$ cat src/rtl/mem_access_pkg.sv
// Shared constants and checks for the data-memory access unit.
// funct3 codes, FSM encoding and request legality test.
package mem_access_pkg;

  localparam logic [2:0] F3_B  = 3'b000;
  localparam logic [2:0] F3_H  = 3'b001;
  localparam logic [2:0] F3_W  = 3'b010;
  localparam logic [2:0] F3_BU = 3'b100;
  localparam logic [2:0] F3_HU = 3'b101;

  localparam logic [1:0] S_IDLE   = 2'd0;
  localparam logic [1:0] S_ACCESS = 2'd1;
  localparam logic [1:0] S_MERGE  = 2'd2;
  localparam logic [1:0] S_DONE   = 2'd3;

  function automatic logic access_bad(
    input logic       store,
    input logic [2:0] funct3,
    input logic [1:0] lo
  );
    logic illegal;
    logic mis;
    illegal = (funct3 == 3'b011)
           || (funct3[2:1] == 2'b11)
           || (funct3[2] && store);
    mis = ((funct3[1:0] == 2'b01) && lo[0])
       || ((funct3[1:0] == 2'b10) && (lo != 2'b00));
    return illegal || mis;
  endfunction

endpackage

$ cat src/rtl/load_extend.sv
// Load lane select and extension.
// Picks the byte/half at offset (little-endian) and extends per funct3.
import mem_access_pkg::*;

module load_extend #(
  parameter int DATA_WIDTH = 32
) (
  input  logic [DATA_WIDTH-1:0] word,
  input  logic [1:0]            offset,
  input  logic [2:0]            funct3,
  output logic [DATA_WIDTH-1:0] result
);

  logic [DATA_WIDTH-1:0] shifted;

  assign shifted = word >> {offset, 3'b000};

  always_comb begin
    result = word;
    unique case (1'b1)
      funct3 == F3_B:
        result = {{(DATA_WIDTH-8){shifted[7]}}, shifted[7:0]};
      funct3 == F3_H:
        result = {{(DATA_WIDTH-16){shifted[15]}}, shifted[15:0]};
      funct3 == F3_BU:
        result = {{(DATA_WIDTH-8){1'b0}}, shifted[7:0]};
      funct3 == F3_HU:
        result = {{(DATA_WIDTH-16){1'b0}}, shifted[15:0]};
      default:
        result = word;
    endcase
  end

endmodule

$ cat src/rtl/mem_access_unit.sv
// Load/store unit between the core and a word-wide data RAM.
// Sub-word stores are done as read-modify-write.
import mem_access_pkg::*;

module mem_access_unit #(
  parameter int DATA_WIDTH = 32,
  parameter int ADDR_WIDTH = 16
) (
  input  logic                  clock,
  input  logic                  reset,
  input  logic                  req_valid,
  output logic                  req_ready,
  input  logic                  req_store,
  input  logic [2:0]            req_funct3,
  input  logic [ADDR_WIDTH-1:0] req_addr,
  input  logic [DATA_WIDTH-1:0] req_wdata,
  output logic                  resp_valid,
  output logic [DATA_WIDTH-1:0] resp_rdata,
  output logic                  resp_err,
  output logic                  wEn,
  output logic [ADDR_WIDTH-1:0] d_address,
  output logic [DATA_WIDTH-1:0] d_write_data,
  input  logic [DATA_WIDTH-1:0] d_read_data
);

  localparam logic [DATA_WIDTH-1:0] BYTE_MASK =
    {{(DATA_WIDTH-8){1'b0}}, 8'hFF};
  localparam logic [DATA_WIDTH-1:0] HALF_MASK =
    {{(DATA_WIDTH-16){1'b0}}, 16'hFFFF};

  logic [1:0]            state;
  logic                  r_store;
  logic [2:0]            r_f3;
  logic [ADDR_WIDTH-1:0] r_addr;
  logic [DATA_WIDTH-1:0] r_wdata;
  logic [DATA_WIDTH-1:0] r_merged;
  logic [DATA_WIDTH-1:0] ext_data;
  logic [DATA_WIDTH-1:0] lane;
  logic [DATA_WIDTH-1:0] merged;
  logic [4:0]            sh;
  logic                  word_store;
  logic                  sub_store;
  logic                  in_ram;

  assign word_store = r_store && (r_f3[1:0] == 2'b10);
  assign sub_store  = r_store && (r_f3[1:0] != 2'b10);
  assign in_ram     = (state == S_ACCESS) || (state == S_MERGE);

  assign req_ready  = (state == S_IDLE);
  assign resp_valid = (state == S_DONE);
  assign wEn = ((state == S_ACCESS) && word_store)
            || (state == S_MERGE);
  assign d_address = in_ram ? {r_addr[ADDR_WIDTH-1:2], 2'b00}
                            : '0;

  always_comb begin
    d_write_data = '0;
    if ((state == S_ACCESS) && word_store)
      d_write_data = r_wdata;
    else if (state == S_MERGE)
      d_write_data = r_merged;
  end

  // Half stores are aligned, so the byte shift also places halves.
  assign sh     = {r_addr[1:0], 3'b000};
  assign lane   = (r_f3[0] ? HALF_MASK : BYTE_MASK) << sh;
  assign merged = (d_read_data & ~lane)
                | ((r_wdata << sh) & lane);

  load_extend #(
    .DATA_WIDTH(DATA_WIDTH)
  ) u_ext (
    .word  (d_read_data),
    .offset(r_addr[1:0]),
    .funct3(r_f3),
    .result(ext_data)
  );

  always_ff @(posedge clock or posedge reset) begin
    if (reset) begin
      state      <= S_IDLE;
      r_store    <= 1'b0;
      r_f3       <= '0;
      r_addr     <= '0;
      r_wdata    <= '0;
      r_merged   <= '0;
      resp_rdata <= '0;
      resp_err   <= 1'b0;
    end else begin
      unique case (1'b1)
        state == S_IDLE: begin
          if (req_valid) begin
            r_store <= req_store;
            r_f3    <= req_funct3;
            r_addr  <= req_addr;
            r_wdata <= req_wdata;
            if (access_bad(req_store, req_funct3,
                           req_addr[1:0])) begin
              state      <= S_DONE;
              resp_err   <= 1'b1;
              resp_rdata <= '0;
            end else begin
              state <= S_ACCESS;
            end
          end
        end
        state == S_ACCESS: begin
          if (sub_store) begin
            r_merged <= merged;
            state    <= S_MERGE;
          end else begin
            state      <= S_DONE;
            resp_err   <= 1'b0;
            resp_rdata <= r_store ? '0 : ext_data;
          end
        end
        state == S_MERGE: begin
          state      <= S_DONE;
          resp_err   <= 1'b0;
          resp_rdata <= '0;
        end
        default: state <= S_IDLE;
      endcase
    end
  end

endmodule

$ cat config.mk
export PLATFORM = sky130hd
export DESIGN_NAME = mem_access_unit
export DESIGN_NICKNAME = d
export VERILOG_FILES = /design/src/rtl/mem_access_pkg.sv /design/src/rtl/load_extend.sv /design/src/rtl/mem_access_unit.sv
export SDC_FILE = /design/constraint.sdc
export NUM_CORES = 1
export LEC_CHECK = 0
export ABC_AREA = 0
export CAP_MARGIN = 10
export CORE_MARGIN = 3
export CORE_UTILIZATION = 60
export CTS_CLUSTER_SIZE = 16
export DETAILED_ROUTE_END_ITERATION = 10
export DONT_BUFFER_PORTS = 1
export PLACE_DENSITY = 0.79
export SETUP_SLACK_MARGIN = 0.2
export SLEW_MARGIN = 40
export SYNTH_ARGS = -nofsm -noshare
export SYNTH_HDL_FRONTEND = slang
export SYNTH_SLANG_ARGS = --single-unit
$ cat constraint.sdc
create_clock -name clock -period 6.6 [get_ports clock]
set_input_delay 0.66 -clock clock [delete_from_list [all_inputs] [get_ports clock]]
set_output_delay 0.66 -clock clock [all_outputs]
set_load 0.1 [all_outputs]
==> results.cfg <==
[sta]
fmax_mhz = 271
rsz0062_at_grt = false
fin_setup_tns_ns = 0
min_period_over_period_pct = 56.0
worst_pin_slew_ns = 0.773
final-hold-violation-count = 0
fin_worst_skew_ns = 0.0122
finalMaxSlewViolations = 0
maxSlewHeadroom_pct = 48.5
final-setup-viol-count = 0
period_minus_slack_ns = 3.70

[worst_hold_path]
hold_path.class = input pin to async pin

[clocking]
numClockSinks = 119
cts-root-buf = clkbuf_8
cts_resized = 0
postCtsHoldBufs = 0
clock_path_buffers = 2
clk_pin_slew_ns = 0.06
worstSkewPairLatency_ns = 0.53
cts.htree.levels = 4
numCtsBuffers = 17
postCtsSetupBuffers = 0
tritoncts = yes

[grt]
grt_max_degree = 88
antenna_found_initial = 0
globalRouteOverflowTotal = 0
grt_pass1_vias = 4969
grt_pass1_wl_um = 27400
grt.total_usage_pct = 30.3

[setup_path]
crit_required_ns = 5.94
end_kind = output port
r2r_cells = 6
criticalPathCategory = register to output port
max_stage_delay_ns = 0.81
worst_path_max_delay_cell = dfrtp_2
r2r-start = state[0]
path_max_fanout = 65
crit_chain = nand2b_1 > nor2_4 > clkbuf_8 > nand2_1 > o21ai_4
arrival_ns = 3.04
crit_path_start = r_f3[1]
start_kind = register

[synthesis]
synthesis.area_um2 = 6500
synth_seq_area_share_pct = 45.8
synth.distinct_cells = 48
avgSynthCellArea_um2 = 10.4
ys_seq_elements = 119
yosys_most_used_dff = dfrtp_1
synth_edf_count = 0
postSynthCellCount = 627
synthArstFlopShare_pct = 100
synth.yosys.warnings = 0

[die]
start_util_pct = 62.4
die-area_um2 = 12100
io_pins = 171
rows = 37
dieHeight_um = 110
core_um2 = 10400
die_x_um = 110

[final_layout]
design_area_um2 = 7460
final_core_util_pct = 71.7
fill_cells = 730
syn_to_final_growth_pct = 14.9
multiInputGateArea_um2 = 3630
drive_above_1_share_pct = 32.7
n_antenna_cell = 0
regArea_um2 = 3020
final_cells = 748
num-nets-final = 690

[drt]
drt_pass1_iterations = 5
route.met2.wl_um = 8460
drc_errors = 0
wire_per_inst_um = 23.8
routed_wl_um = 17800
vias_per_cell = 6.62
vias = 4954
maxUsedRoutingLayer = met4
wl_met3_um = 1780
antenna_left = 0
drt-met1-wl_um = 7000
drtIter0Drc = 350

[flow_run]
cap_violations = 0

[place]
routabilityCongestion = 0.886
hpwlAfterDp_um = 12600
dp_cells = 716
placed_area_um2 = 6880
port_buffers = 0

[outcome]
status = complete, no violations
==> synthesized netlist by cell type, drive strengths merged (10+ instances only) <==
cell type,number,area (um^2)
a21oi,10,50.1
a221oi,17,166
and2,14,87.6
buf,26,185
clkbuf,29,109
dfrtp,119,2980
mux2,52,586
mux2i,50,504
nand2,109,409
nand2b,11,68.8
nor2,13,56.3
o21ai,73,365
o2bb2ai,41,428
==> critical path: cells and delay by family (launching register included) <==
| kind | cells | cell delay (ns) |
|---|---|---|
| AOI/OAI and AO/OA | 1 | 0.32 |
| buffers and inverters | 1 | 0.59 |
| DFF | 1 | 0.81 |
| and+or+nand+nor | 3 | 0.69 |
==> stage by stage <==
stage	hold WS, ns	setup WS, ns
CTS	0.0116	2.88
global route	0.0314	2.75
global placement	0.463	3.22
detailed placement	0.470	3.45
finish	0.00967	2.90
floorplan	0.450	2.68
==> cell type report <==
type                    instances  area share, %
clock buffers                  21           6.02
clock inverters                11           1.41
inverters                       6          0.335
multi-input cells             448           48.7
flip-flops and latches        119           40.5
well taps                     136           2.28
repair buffers                  7          0.821
==> kinds of logic after synthesis <==
logic type	synth area share, %
fa+ha+maj	0.770
mux	16.8
simple gates	11.0
compound gates	20.7
buf+inv	4.87
other cells	0.0577
flops	45.8
==> registers in the layout, summed over array words and instances, names as in the netlist <==
signal and count:
resp_err 1, r_store 1, state 2, r_addr 16
r_f3 3, r_merged 32, r_wdata 32, resp_rdata 32
==> placed cells by master, fill, tap and decap left out, types with 10 or more instances in the layout <==
cell type | netlist | routed
clkbuf_16 | 0 | 16
o2bb2ai_1 | 30 | 30
a221oi_1 | 16 | 16
and2_2 | 0 | 14
dfrtp_2 | 0 | 35
mux2_2 | 52 | 52
nand2_1 | 109 | 108
o21ai_0 | 73 | 41
dfrtp_1 | 119 | 84
nand2b_1 | 11 | 10
o2bb2ai_2 | 11 | 11
a21oi_1 | 10 | 10
nor2_1 | 12 | 11
mux2i_1 | 49 | 49
o21ai_4 | 0 | 32
==> layer usage <==
metal  track usage (%)  up-vias
met5                 0        -
met4              14.2        0
met3              9.96       44
met2              45.9      249
met1              39.3     2450
li1                  -     2211
==> worst paths after layout <==
check	to	slack, ns
min in group clock	r_addr[12]	0.28
max in group asynchronous	resp_rdata[24]	5.50
worst min register to register	r_merged[31]	0.48
worst min-delay path	r_wdata[28]	0.01
worst max-delay path	d_write_data[15]	2.90
worst max register to register	resp_rdata[11]	4.16
Power is not shown: default switching activity piles up to over one toggle a cycle in this logic, so the estimate is an artifact.
